$ cat src/rtl/mul_div_seq.sv
// mul_div_seq: multi-cycle MULT/MULTU/DIV/DIVU sequencer that owns HI/LO.
// It runs 32 shift-add (multiply) or restoring-subtract (divide) steps on the
// shared ALU, which is driven through the alu* ports.
module mul_div_seq #(
  parameter int ITERS = 32
) (
  input  logic        clk,
  input  logic        reset,
  input  logic        start,
  input  logic [1:0]  op,
  input  logic [31:0] opA,
  input  logic [31:0] opB,
  input  logic        abort,
  input  logic        hiWe,
  input  logic        loWe,
  input  logic [31:0] wdata,
  output logic [31:0] aluOpA,
  output logic [31:0] aluOpB,
  output logic [5:0]  aluFunct,
  input  logic [31:0] aluOut,
  output logic        busy,
  output logic        done,
  output logic [31:0] hi,
  output logic [31:0] lo
);

  // ALU function codes (MIPS SPECIAL funct field values).
  localparam logic [5:0] FUN_ADDU = 6'h21;
  localparam logic [5:0] FUN_SUBU = 6'h23;
  localparam logic [5:0] FUN_NO   = 6'h00;
  localparam logic [4:0] CNT_LAST = 5'(ITERS - 1);

  typedef enum logic [1:0] {S_IDLE, S_ABS, S_ITER, S_FIX} state_t;

  state_t      state_q, state_d;
  logic        is_div_q, is_div_d;   // op[1]: divide family
  logic        sa_q, sa_d;           // operand A negative and op is signed
  logic        sb_q, sb_d;           // operand B negative and op is signed
  logic        dz_q, dz_d;           // divide by zero
  logic [31:0] a_q, a_d;             // raw latched opA (needed for div-by-zero hi)
  logic [31:0] b_q, b_d;             // opB, magnitude after ABS (mcand / divisor)
  logic [31:0] acc_q, acc_d;         // product high half / partial remainder
  logic [31:0] sr_q, sr_d;           // multiplier / quotient shift register
  logic [4:0]  cnt_q, cnt_d;
  logic [31:0] hi_q, hi_d;
  logic [31:0] lo_q, lo_d;
  logic        done_q, done_d;

  logic [31:0] sum;
  logic        carry;
  logic [32:0] rem33;
  logic [63:0] prod;

  function automatic logic [31:0] neg32(input logic [31:0] x);
    return (~x) + 32'd1;
  endfunction

  function automatic logic [63:0] neg64(input logic [63:0] x);
    return (~x) + 64'd1;
  endfunction

  function automatic logic [31:0] mag32(input logic [31:0] x, input logic neg);
    return neg ? neg32(x) : x;
  endfunction

  // State register and datapath registers; everything clears on reset.
  always_ff @(posedge clk or posedge reset) begin
    if (reset) begin
      state_q  <= S_IDLE;
      is_div_q <= 1'b0;
      sa_q     <= 1'b0;
      sb_q     <= 1'b0;
      dz_q     <= 1'b0;
      a_q      <= '0;
      b_q      <= '0;
      acc_q    <= '0;
      sr_q     <= '0;
      cnt_q    <= '0;
      hi_q     <= '0;
      lo_q     <= '0;
      done_q   <= 1'b0;
    end else begin
      state_q  <= state_d;
      is_div_q <= is_div_d;
      sa_q     <= sa_d;
      sb_q     <= sb_d;
      dz_q     <= dz_d;
      a_q      <= a_d;
      b_q      <= b_d;
      acc_q    <= acc_d;
      sr_q     <= sr_d;
      cnt_q    <= cnt_d;
      hi_q     <= hi_d;
      lo_q     <= lo_d;
      done_q   <= done_d;
    end
  end

  // Next-state, iteration datapath, ALU drive and HI/LO update.
  always_comb begin
    state_d  = state_q;
    is_div_d = is_div_q;
    sa_d     = sa_q;
    sb_d     = sb_q;
    dz_d     = dz_q;
    a_d      = a_q;
    b_d      = b_q;
    acc_d    = acc_q;
    sr_d     = sr_q;
    cnt_d    = cnt_q;
    hi_d     = hi_q;
    lo_d     = lo_q;
    done_d   = 1'b0;
    aluOpA   = '0;
    aluOpB   = '0;
    aluFunct = FUN_NO;
    sum      = '0;
    carry    = 1'b0;
    rem33    = '0;
    prod     = '0;

    unique case (state_q)
      S_IDLE: begin
        // MTHI/MTLO only land while idle; a start in the same cycle still
        // launches and its result overwrites these later.
        if (hiWe) hi_d = wdata;
        if (loWe) lo_d = wdata;
        if (start && !abort) begin
          state_d  = S_ABS;
          is_div_d = op[1];
          sa_d     = opA[31] & ~op[0];
          sb_d     = opB[31] & ~op[0];
          dz_d     = op[1] & (opB == 32'd0);
          a_d      = opA;
          b_d      = opB;
        end
      end

      S_ABS: begin
        acc_d   = '0;
        sr_d    = mag32(a_q, sa_q);
        b_d     = mag32(b_q, sb_q);
        cnt_d   = '0;
        state_d = S_ITER;
      end

      S_ITER: begin
        if (!is_div_q) begin
          aluOpA   = acc_q;
          aluOpB   = b_q;
          aluFunct = FUN_ADDU;
          if (sr_q[0]) begin
            sum   = aluOut;
            carry = (aluOut < acc_q);
          end else begin
            sum   = acc_q;
            carry = 1'b0;
          end
          acc_d = {carry, sum[31:1]};
          sr_d  = {sum[0], sr_q[31:1]};
        end else begin
          // rem33[32] set means the shifted remainder already exceeds any
          // 32-bit divisor; the wrapped ALU difference is still exact.
          rem33    = {acc_q, sr_q[31]};
          aluOpA   = rem33[31:0];
          aluOpB   = b_q;
          aluFunct = FUN_SUBU;
          if (rem33[32] || (rem33[31:0] >= b_q)) begin
            acc_d = aluOut;
            sr_d  = {sr_q[30:0], 1'b1};
          end else begin
            acc_d = rem33[31:0];
            sr_d  = {sr_q[30:0], 1'b0};
          end
        end
        if (cnt_q == CNT_LAST) state_d = S_FIX;
        else                   cnt_d   = cnt_q + 5'd1;
      end

      S_FIX: begin
        if (!is_div_q) begin
          prod = {acc_q, sr_q};
          if (sa_q ^ sb_q) prod = neg64(prod);
          hi_d = prod[63:32];
          lo_d = prod[31:0];
        end else if (dz_q) begin
          lo_d = 32'hFFFF_FFFF;
          hi_d = a_q;
        end else begin
          lo_d = (sa_q ^ sb_q) ? neg32(sr_q) : sr_q;
          hi_d = sa_q ? neg32(acc_q) : acc_q;
        end
        done_d  = 1'b1;
        state_d = S_IDLE;
      end

      default: state_d = S_IDLE;
    endcase

    // Flush: drop the in-flight operation without touching HI/LO.
    if (abort && (state_q != S_IDLE)) begin
      state_d = S_IDLE;
      hi_d    = hi_q;
      lo_d    = lo_q;
      done_d  = 1'b0;
    end
  end

  assign busy = (state_q != S_IDLE);
  assign done = done_q;
  assign hi   = hi_q;
  assign lo   = lo_q;

endmodule
$ cat config.mk
export PLATFORM = sky130hd
export DESIGN_NAME = mul_div_seq
export DESIGN_NICKNAME = d
export VERILOG_FILES = /design/src/rtl/mul_div_seq.sv
export SDC_FILE = /design/constraint.sdc
export NUM_CORES = 1
export LEC_CHECK = 0
export CAP_MARGIN = 5
export CELL_PAD_IN_SITES_DETAIL_PLACEMENT = 1
export CELL_PAD_IN_SITES_GLOBAL_PLACEMENT = 2
export CORE_UTILIZATION = 32
export DETAILED_ROUTE_END_ITERATION = 7
export HOLD_SLACK_MARGIN = 0.06
export PLACE_DENSITY_LB_ADDON = 0.1
export SETUP_SLACK_MARGIN = 0.1
export SLEW_MARGIN = 20
export SYNTH_ARGS = -nofsm -noshare
export SYNTH_HDL_FRONTEND = slang
export SYNTH_SLANG_ARGS = --single-unit
$ cat constraint.sdc
create_clock -name clk -period 7.7 [get_ports clk]
set_input_delay 1.155 -clock clk [delete_from_list [all_inputs] [get_ports clk]]
set_output_delay 1.155 -clock clk [all_outputs]
set_load 0.005 [all_outputs]
### Word-level counts from Yosys, hierarchy flattened

Index checks and enable logic that the tools add are counted.

* bits in registers: 204
* input bits: 136
* output and inout bits: 136

* add/subtract/negate cells: 6
* order comparisons: 2
* equality and inequality tests: 11
* mux-type cells: 36
* bitwise operators: 11
* reduce and logical (&&, ||, !) cells: 16

Operators with widths (number)
* 2-to-1 mux 32 bit: 18
* case mux 32 bit (2 select lines): 5
* adder 32 x 1 -> 32 bit (second input constant): 4
* inverter 32 bit: 4
* adder 64 x 1 -> 64 bit (second input constant): 1
* 2-to-1 mux 64 bit: 1
* inverter 64 bit: 1
* >= comparator 32 bit: 1
* zero test 32 bit: 1
* less-than comparator 32 bit: 1
* inequality test 2 bit (second input constant): 5
* case mux 5 bit (2 select lines): 1
* AND reduction 3 bit: 3
* 2-to-1 mux 2 bit: 4
* case mux 2 bit (4 select lines): 1
* nonzero test 2 bit: 4
* 2-to-1 mux 6 bit: 1
* inequality test 3 bit (second input constant): 2
* AND reduction 2 bit: 3
* adder 5 x 1 -> 5 bit (second input constant): 1
* equality test 5 bit (second input constant): 1
* 2-to-1 mux 5 bit: 1
* equality test 2 bit (second input constant): 2
* 2-to-1 mux 1 bit: 4
* other kinds (8): 12

### Longest topological paths before layout

Gate-level depths: netlist of run 1.

* depth in word-level cells: 6
* mapped depth: 12
* gate-level depth less buffers: 9

### Least setup slack after synthesis of run 1

No wires, ideal clock.

* path type: register to register
* start point: register sr_q[6]
* end point: register hi_q[3] (netlist: hi[3])
* setup time: 0.137 ns
* arrival time: 2.872 ns
* data required time: 7.563 ns
* setup slack: 4.691 ns
* stages on the path, launching flop included: 9
* buffers on the path: 1
* clock period less this slack: 3.009 ns
* cell sequence: dfrtp_1 -> or4_1 -> buf_2 -> or3_1 -> or4_4 -> or4_4 -> a211o_1 -> a31oi_1 -> a21oi_1

* longest elaborated chain between the ends: 5

RTL lines
* from (decl): line 43 `logic [31:0] sr_q, sr_d;`
* from (signal assigned): line 91 `sr_q <= sr_d;`
* inverter 64 bit: line 59 `return (~x) + 64'd1;`
* adder 64 x 1 -> 64 bit: line 59
* 2-to-1 mux 64 bit: line 183 `if (sa_q ^ sb_q) prod = neg64(prod);`
* 2-to-1 mux 32 bit: line 181 `if (!is_div_q) begin`
* case mux 32 bit (2 select lines): line 122 `unique case (state_q)`
* to (signal assigned): line 93 `hi_q <= hi_d;`
* to (decl): line 45 `logic [31:0] hi_q, hi_d;`

Every way passes these cells.
A chain may end at the register's enable or synchronous reset.

### Worst setup path in the final report of run 1

* start point: register is_div_q
* end point: output aluOpA[1]

* longest elaborated chain between the ends: 2

RTL lines
* from (decl): line 36 `logic is_div_q, is_div_d;`
* from (signal assigned): line 84 `is_div_q <= is_div_d;`
* 2-to-1 mux 32 bit: line 148 `if (!is_div_q) begin`
* 2-to-1 mux 32 bit: line 122
* to (decl): line 17 `output logic [31:0] aluOpA,`

Every way passes these cells.

==> results of run 1 <==
==> layout make-up <==
cell class                 instances  area share, %
antenna                            2         0.0245
sequential                       204           25.1
clock inverter                     8          0.276
multi-input combinational       1550           50.5
timing repair buffer             293           14.1
inverter                          99           1.86
tap                              672           4.12
clock buffer                      44           4.12
==> layout by cell type (no fill, tap or decap), drive strengths merged, types with 25 or more instances in the layout <==
master,count
nand4,26
a31oi,25
a21o,25
mux2,35
xnor2,76
or3,25
clkdlybuf4s50,268
mux2i,119
nand3,44
inv,97
o211ai,45
nor2,161
o21ai,154
buf,25
a2bb2oi,34
and2,37
clkbuf,44
a21oi,139
o22ai,43
nand2,155
ha,73
nor2b,42
dfrtp,204
nor3,50
==> cell usage after synthesis (26+ instances only) <==
| library cell | number |
|---|---|
| dfrtp_1 | 204 |
| nor2_1 | 161 |
| nand2_1 | 155 |
| o21ai_0 | 152 |
| clkbuf_1 | 141 |
| a21oi_1 | 139 |
| mux2i_1 | 119 |
| inv_1 | 97 |
| xnor2_1 | 76 |
| ha_1 | 73 |
| nor3_1 | 50 |
| o211ai_1 | 45 |
| nand3_1 | 44 |
| o22ai_1 | 43 |
| nor2b_1 | 42 |
| and2_1 | 37 |
| mux2_2 | 35 |
| a2bb2oi_1 | 34 |
| nand4_1 | 26 |
==> cells by family after synthesis <==
family                     count (synthesis)  share of synthesized area (%)
buffers and inverters                    268                           6.26
muxes                                    154                           9.68
and+or+nand+nor                          633                           19.1
other                                      1                         0.0229
AOI/OAI and AO/OA                        601                           23.6
DFF                                      204                           31.2
xor gates and xnor gates                  86                           4.60
adders and majority gates                 73                           5.58
==> through the flow <==
stage / setup slack [ps] / power [mW] / cells / instance area, um2 / hold WS, ps
5_1_grt: 3120 / 9.95 / 2872 / 20400 / 508
6_report: 3310 / 9.37 / 2872 / 20400 / 481
2_1_floorplan: 978 / 5.60 / 2022 / 16400 / 473
3_3_place_gp: 3900 / 7.88 / 2818 / 19500 / 467
3_5_place_dp: 3880 / 7.99 / 2818 / 19500 / 471
4_1_cts: 3270 / 9.32 / 2870 / 20400 / 485
==> worst paths after layout <==
path / startpoint / to / slack [ps] / cells past startpoint
worst max-delay path: is_div_q$_DFFE_PP0P_ / aluOpA[1] / 3310 / 4
worst min-delay path: lo[30]$_DFFE_PP0P_ / lo[30]$_DFFE_PP0P_ / 480 / 1
worst max register to register: sr_q[5]$_DFFE_PP0P_ / hi[3]$_DFFE_PP0P_ / 4020 / 7
worst min register to register: lo[30]$_DFFE_PP0P_ / lo[30]$_DFFE_PP0P_ / 480 / 1
max in group asynchronous: reset / is_div_q$_DFFE_PP0P_ / 5130 / 3
min in group asynchronous: reset / lo[6]$_DFFE_PP0P_ / 1040 / 2
==> routing by layer <==
layer,vias up,routed length (um),track usage [%]
met5,-,0,0
met4,0,2370,9.52
met3,107,4930,5.23
met2,552,32800,42.6
met1,8414,35400,40.3
li1,7662,-,-
==> sequential cells by signal, indices dropped and copies added (netlist names), 2 cells and up <==
register,count
state_q,2
sr_q,32
acc_q,32
a_q,32
hi,32
b_q,32
lo,32
cnt_q,5
==> power groups by stage <==
| stage | logic (mW) | clock network (mW) | registers (mW) |
|---|---|---|---|
| 3_5_place_dp | 5.52 | 0 | 2.47 |
| 2_1_floorplan | 3.66 | 0 | 1.94 |
| 4_1_cts | 5.54 | 1.33 | 2.45 |
| 6_report | 5.59 | 1.30 | 2.47 |
| 3_3_place_gp | 5.43 | 0 | 2.45 |
| 5_1_grt | 6.05 | 1.36 | 2.54 |
==> results.tsv, run 1 <==
metric	value	unit
cts_resized	0	
drcViolationCount	0	
clkSlewWorstSetupHoldPaths	60	ps
grt_max_degree	90	
ir_drop	232	uV
ys_types	72	
start_util	32.5	%
cts_root_buffer	clkbuf_16	
clock.fmax	228	MHz
cts.sinks	204	
start_kind	register	
yosys_register_bits	204	
rsz0062_at_grt	false	
min_path_type	register to register	
cts_setup_buffers	0	
synth.top_cell.area_share	31.2	%
final.setup.tns	0	ps
finalCritPeriodShare	57.0	%
drive_gt1_share	5.91	%
p_int	4.50	mW
core	50400	um2
synth_edf_count	0	
n_fill_cell	5910	
critPathCaptureType	primary output	
ant_nets	0	
clockPowerShare	13.9	%
crit_family	buffers and inverters	
cp_max_fo	72	
clkLatencyLatePin	590	ps
gp_congestion	0.931	
maxCapViolCount	0	
portBuffers	268	
cp_slowest_cell	buf_4	
leakagePower	8.07	nW
finalMaxSlewViolations	0	
grt_pass1_vias	16901	
cp.arrival	3230	ps
crit_chain	buf_4, mux2i_1, nor2b_1, clkdlybuf4s50_1	
die-area	52100	um2
syn_area	16400	um2
regArea	5110	um2
crit_required	6550	ps
ctsHtreeMaxLevel	1	
utilization	40.5	%
synthCells	2020	
drt-total-wl	75600	um
p_sw	4.87	mW
area_growth	24.5	%
grt_overflow_total	0	
antenna_found_initial	2	
grt_pass1_wl	112000	um
slew_headroom	25.2	%
die_width	228	um
synth_warnings	0	
vias	16735	
cp_num_buf_inv	2	
cts_tree	yes	
cts_buffers	28	
drtPass1Iterations	6	
finalHoldViolations	0	
ys.flop_type	dfrtp_1	
viasPerCell	5.83	
num-nets-final	2385	
fin_worst_skew	16.8	ps
yosys-top-cells-area	dfrtp_1 31%, mux2i_1 7.3%, ha_1 5.6%	
multi_input_area	10300	um2
wl_per_cell	26.3	um
worst_pin_slew	1120	ps
p_comb_share	59.7	%
crit_path_max_incr_delay	870	ps
worst-setup-path-type	register to primary output	
setup_viol	0	
dieHeight	228	um
async_flop_share	100	%
yosysSeqAreaShare	31.2	%
ctsHoldBuffers	0	
powerDensity	459	nW/um2
yosysTopAreaCell	dfrtp_1	
hpwl	57100	um
status	complete, no violations	
finalCriticalPeriod	4390	ps
io_pins	272	
p_seq_share	26.4	%
syn_avg_cell_area	8.11	um2
track_usage	28.3	%
sw_frac_of_total	52.0	%
rows	82	
clock_path_buffers	3	
first_iter_violations	1472	
No activity file was read; power rests on OpenSTA's default activity.
==> inputs of run 2 (changes only) <==
==> constraint.sdc (replaced) <==
create_clock -name clk -period 4.3 [get_ports clk]
set_input_delay 0.645 -clock clk [delete_from_list [all_inputs] [get_ports clk]]
set_output_delay 0.645 -clock clk [all_outputs]
set_load 0.005 [all_outputs]
==> run 2 against run 1 <==
Net effect:
- critical path type is now register to register
- largest power group unchanged
- count of clock-buffer cells in the layout decreased by 6
- combinational power increased by 84%
- non-clock buffer count increased by 21
- final area increased by 1.0%
==> results.tsv, run 2 (same netlist as run 1, synthesis figures left out) <==
metric	value	unit
final.setup.tns	0	ps
io_pins	272	
die-area	52100	um2
place_ws	788	ps
cts_resized	0	
worst_pin_slew	1050	ps
rows	82	
cp_max_fo	12	
cts_tree	yes	
clkLatencyLatePin	580	ps
cp.arrival	4140	ps
viasPerCell	5.87	
first_iter_violations	1348	
grt_overflow_total	0	
gp_congestion	0.934	
grt_pass1_wl	116000	um
r2r-end	hi[24]$_DFFE_PP0P_	
finalMaxSlewViolations	0	
track_usage	29.3	%
finalCriticalPeriod	3640	ps
hp-start	lo[5]$_DFFE_PP0P_	
fin_ws	665	ps
wl_per_cell	26.9	um
worst-setup-path-type	register to register	
die_width	228	um
crit_required	4800	ps
start_kind	register	
setup_viol	0	
drcViolationCount	0	
rsz0062_at_grt	false	
mostFrequentLayoutCells	268 x clkdlybuf4s50_1, 201 x dfrtp_1, 160 x nor2_1	
ctsHoldBuffers	0	
maxCapViolCount	0	
ir_drop	405	uV
mostFrequentLayoutCell	clkdlybuf4s50_1	
ant_nets	0	
leakagePower	8.20	nW
antenna_cells	0	
area_growth	25.8	%
clock.fmax	275	MHz
drtPass1Iterations	5	
num-nets-final	2405	
core	50400	um2
reg2reg_slack	660	ps
cts_root_buffer	clkbuf_16	
slew_headroom	29.4	%
clkSlewWorstSetupHoldPaths	70	ps
antenna_found_initial	2	
cts_setup_buffers	0	
cts.sinks	204	
finalCritPeriodShare	84.5	%
drt-total-wl	77600	um
whs	480	ps
hpwl	59300	um
reg2reg_depth	9	
powerDensity	833	nW/um2
cts_buffers	27	
rr_startpoint	acc_q[0]$_DFFE_PP0P_	
clock_path_buffers	3	
critPathCaptureType	register	
dieHeight	228	um
status	complete, no violations	
start_util	32.5	%
vias	16928	
fin_worst_skew	18.7	ps
grt_pass1_vias	17147	
portBuffers	268	
min_path_type	register to register	
finalHoldViolations	0	
grt_max_degree	86	
ctsHtreeMaxLevel	1	
hold_depth	2	
drive_gt1_share	6.68	%
whs_endpoint	lo[5]$_DFFE_PP0P_	
-- run 2: changes by cell type in the layout (fill, tap and decap cells not counted), moves of 2 or more --
cell	previous run	this run
buf_12	0	3
buf_4	25	43
bufinv_16	0	4
clkbuf_1	8	5
clkbuf_8	8	6
diode_2	2	0
-- run 2: metal layers --
layer | vias to the layer above | GRT usage (%) | wire, um
li1 | 7704 | - | -
met1 | 8549 | 42.7 | 36400
met2 | 569 | 44.4 | 33800
met3 | 102 | 4.91 | 5260
met4 | 4 | 7.61 | 2140
met5 | - | 0 | 23
-- run 2: layout make-up --
class / count / area (um2)
Sequential cell: 204 / 5110
Clock buffer: 38 / 777
Multi-Input combinational cell: 1550 / 10300
Fill cell: 5949 / 29800
Tap cell: 672 / 841
Timing Repair Buffer: 314 / 3070
Clock inverter: 9 / 145
Inverter: 99 / 375
-- run 2: worst max path at each step --
stage                                     to                  start
after floorplan           a_q[0]$_DFFE_PP0P_                  reset
after global placement    hi[27]$_DFFE_PP0P_  acc_q[13]$_DFFE_PP0P_
after detailed placement  hi[24]$_DFFE_PP0P_   acc_q[0]$_DFFE_PP0P_
after CTS                 hi[24]$_DFFE_PP0P_   acc_q[0]$_DFFE_PP0P_
after global routing      hi[24]$_DFFE_PP0P_   acc_q[0]$_DFFE_PP0P_
final                     hi[24]$_DFFE_PP0P_   acc_q[0]$_DFFE_PP0P_
-- run 2: report_power, final --
| part | internal (mW) | switching (mW) |
|---|---|---|
| clock network | 1.48 | 0.979 |
| logic | 4.01 | 6.29 |
| registers | 2.79 | 1.63 |
-- run 2: critical path, cell delays in order (launching register included) --
cell and delay [ps]:
dfrtp_1 520, inv_1 200, ha_1 270, nor3b_1 470
nand3_1 340, or4_1 640, nor4b_1 540, a311oi_1 200
a21o_1 210, a21oi_1 160
-- run 2: stage by stage --
stage	std cells	cell area (um2)	total power, mW	util (%)
global placement	2839	19700	14.3	39.1
finish	2886	20600	17.2	40.9
CTS	2886	20600	17.0	40.9
detailed placement	2839	19700	14.5	39.1
global route	2886	20600	18.2	40.9
floorplan	2022	16400	10.0	-
==> inputs of run 3 (changes only) <==
==> constraint.sdc (replaced) <==
create_clock -name clk -period 3.7 [get_ports clk]
set_input_delay 0.555 -clock clk [delete_from_list [all_inputs] [get_ports clk]]
set_output_delay 0.555 -clock clk [all_outputs]
set_load 0.005 [all_outputs]
==> run 3 against run 2 <==
Net effect:
- wire length fell by 1.6%
- die area is the same
- global-route usage fell by 0.65 points
- critical endpoint is now hi[19]$_DFFE_PP0P_
- utilization is 0.94 points higher
- sequential cell count unchanged
- fmax up 7.6%
- sequential power increased by 14%
- clock power up 34%
- count of clock-buffer cells in the layout is 3 lower
==> results.tsv, run 3 (same netlist as run 1, synthesis figures left out) <==
metric	value	unit
status	complete, no violations	
p_int	10.3	mW
die-area	52100	um2
crit_chain	or4_1, or3_1, or4_4, buf_4, o2111ai_1, o31ai_1, a2111oi_0, o21ai_1	
viasPerCell	5.75	
mostFrequentLayoutCells	268 x clkdlybuf4s50_1, 201 x dfrtp_1, 161 x nor2_1	
finalHoldViolations	0	
clkLatencyLatePin	580	ps
maxCapViolCount	0	
grt_overflow_total	0	
ctsHtreeMaxLevel	1	
wl_met3	4650	um
rsz0062_at_grt	false	
crit_required	4150	ps
cts.sinks	204	
dr_wl_met2	33700	um
cts_setup_buffers	0	
cp_max_fo	11	
vias	16821	
wl_per_cell	26.1	um
p_sw	10.2	mW
startpoint	sr_q[5]$_DFFE_PP0P_	
drtPass1Iterations	5	
cp.arrival	3830	ps
sw_frac_of_total	49.7	%
powerDensity	970	nW/um2
r2r-end	hi[19]$_DFFE_PP0P_	
total_power	20.4	mW
finalCritPeriodShare	91.4	%
gp_congestion	0.928	
leakagePower	8.47	nW
drcViolationCount	0	
start_kind	register	
area_growth	28.7	%
io_pins	272	
antenna_found_initial	3	
track_usage	28.7	%
critPathCaptureType	register	
hpwl	58700	um
reg2reg_depth	8	
min_path_type	input port to async pin	
start_util	32.5	%
drt-total-wl	76300	um
first_iter_violations	1203	
fin_ws	320	ps
n_fill_cell	5927	
highest_layer	met4	
finalMaxSlewViolations	0	
grt_pass1_wl	114000	um
rows	82	
cp_slowest_cell	or4_1	
postPlaceCellArea	20000	um2
worst_pin_slew	986	ps
clock_path_buffers	3	
slew_headroom	34.3	%
postLayoutCellArea	21100	um2
clockPowerShare	16.2	%
clkSlewWorstSetupHoldPaths	60	ps
ctsHoldBuffers	0	
rr_startpoint	sr_q[5]$_DFFE_PP0P_	
p_comb_share	59.3	%
p_seq_share	24.5	%
portBuffers	268	
finalCriticalPeriod	3380	ps
grt_pass1_vias	17170	
mostFrequentLayoutCell	clkdlybuf4s50_1	
ir_drop	518	uV
dieHeight	228	um
worst-setup-path-type	register to register	
fin_worst_skew	15.7	ps
place_ws	347	ps
wl_met1	36300	um
ant_nets	0	
cts_root_buffer	clkbuf_16	
cts_tree	yes	
setup_viol	0	
reg2reg_slack	320	ps
cts_resized	0	
final.setup.tns	0	ps
die_width	228	um
crit_path_max_incr_delay	670	ps
cts_buffers	28	
drive_gt1_share	8.35	%
clock.fmax	296	MHz
core	50400	um2
grt_max_degree	86	
num-nets-final	2439	
run 3: power by group through the flow:
stage                     Sequential [mW]  Clock (mW)  Combinational (mW)
after floorplan                      4.04           0                7.62
after global placement               4.98           0                11.8
after detailed placement             5.01           0                11.9
after CTS                            4.98        3.37                12.0
after global routing                 5.15        3.43                13.1
final                                5.01        3.30                12.1
run 3: layout make-up:
| type | count | area [um2] | area share [%] |
|---|---|---|---|
| Sequential cell | 204 | 5110 | 24.2 |
| Inverter | 99 | 375 | 1.78 |
| Tap cell | 672 | 841 | 3.99 |
| Clock buffer | 35 | 798 | 3.79 |
| Antenna cell | 2 | 5.00 | 0.0237 |
| Multi-Input combinational cell | 1550 | 10300 | 48.8 |
| Clock inverter | 16 | 309 | 1.47 |
| Timing Repair Buffer | 347 | 3350 | 15.9 |
run 3: metal layers:
metal  up-vias  track usage, %
met5         -               0
met4         0            6.77
met3        78            4.94
met2       484            44.4
met1      8485            41.1
li1       7774               -
run 3: how the worst max path moves through the flow:
stage | to | slack (ps) | depth (start not counted)
2_1_floorplan | a_q[0]$_DFFE_PP0P_ | 500 | 1
3_3_place_gp | hi[31]$_DFFE_PP0P_ | 410 | 8
4_1_cts | hi[19]$_DFFE_PP0P_ | 330 | 8
3_5_place_dp | hi[19]$_DFFE_PP0P_ | 350 | 8
5_1_grt | hi[24]$_DFFE_PP0P_ | 100 | 9
6_report | hi[19]$_DFFE_PP0P_ | 320 | 8
run 3: through the flow:
stage                     instances  utilization, %  hold slack, ps
after global placement         2872            39.6             460
after CTS                      2923            41.8             368
final                          2925            41.9             374
after global routing           2924            41.8             428
after floorplan                2022               -             473
after detailed placement       2872            39.6             469
run 3: critical path: cells and delay by family (launching register included):
kind	cells	cell delay, ps
AO/OA/AOI/OAI	4	850
buffers and inverters	1	220
flip-flops	1	430
AND/OR/NAND/NOR	3	1750
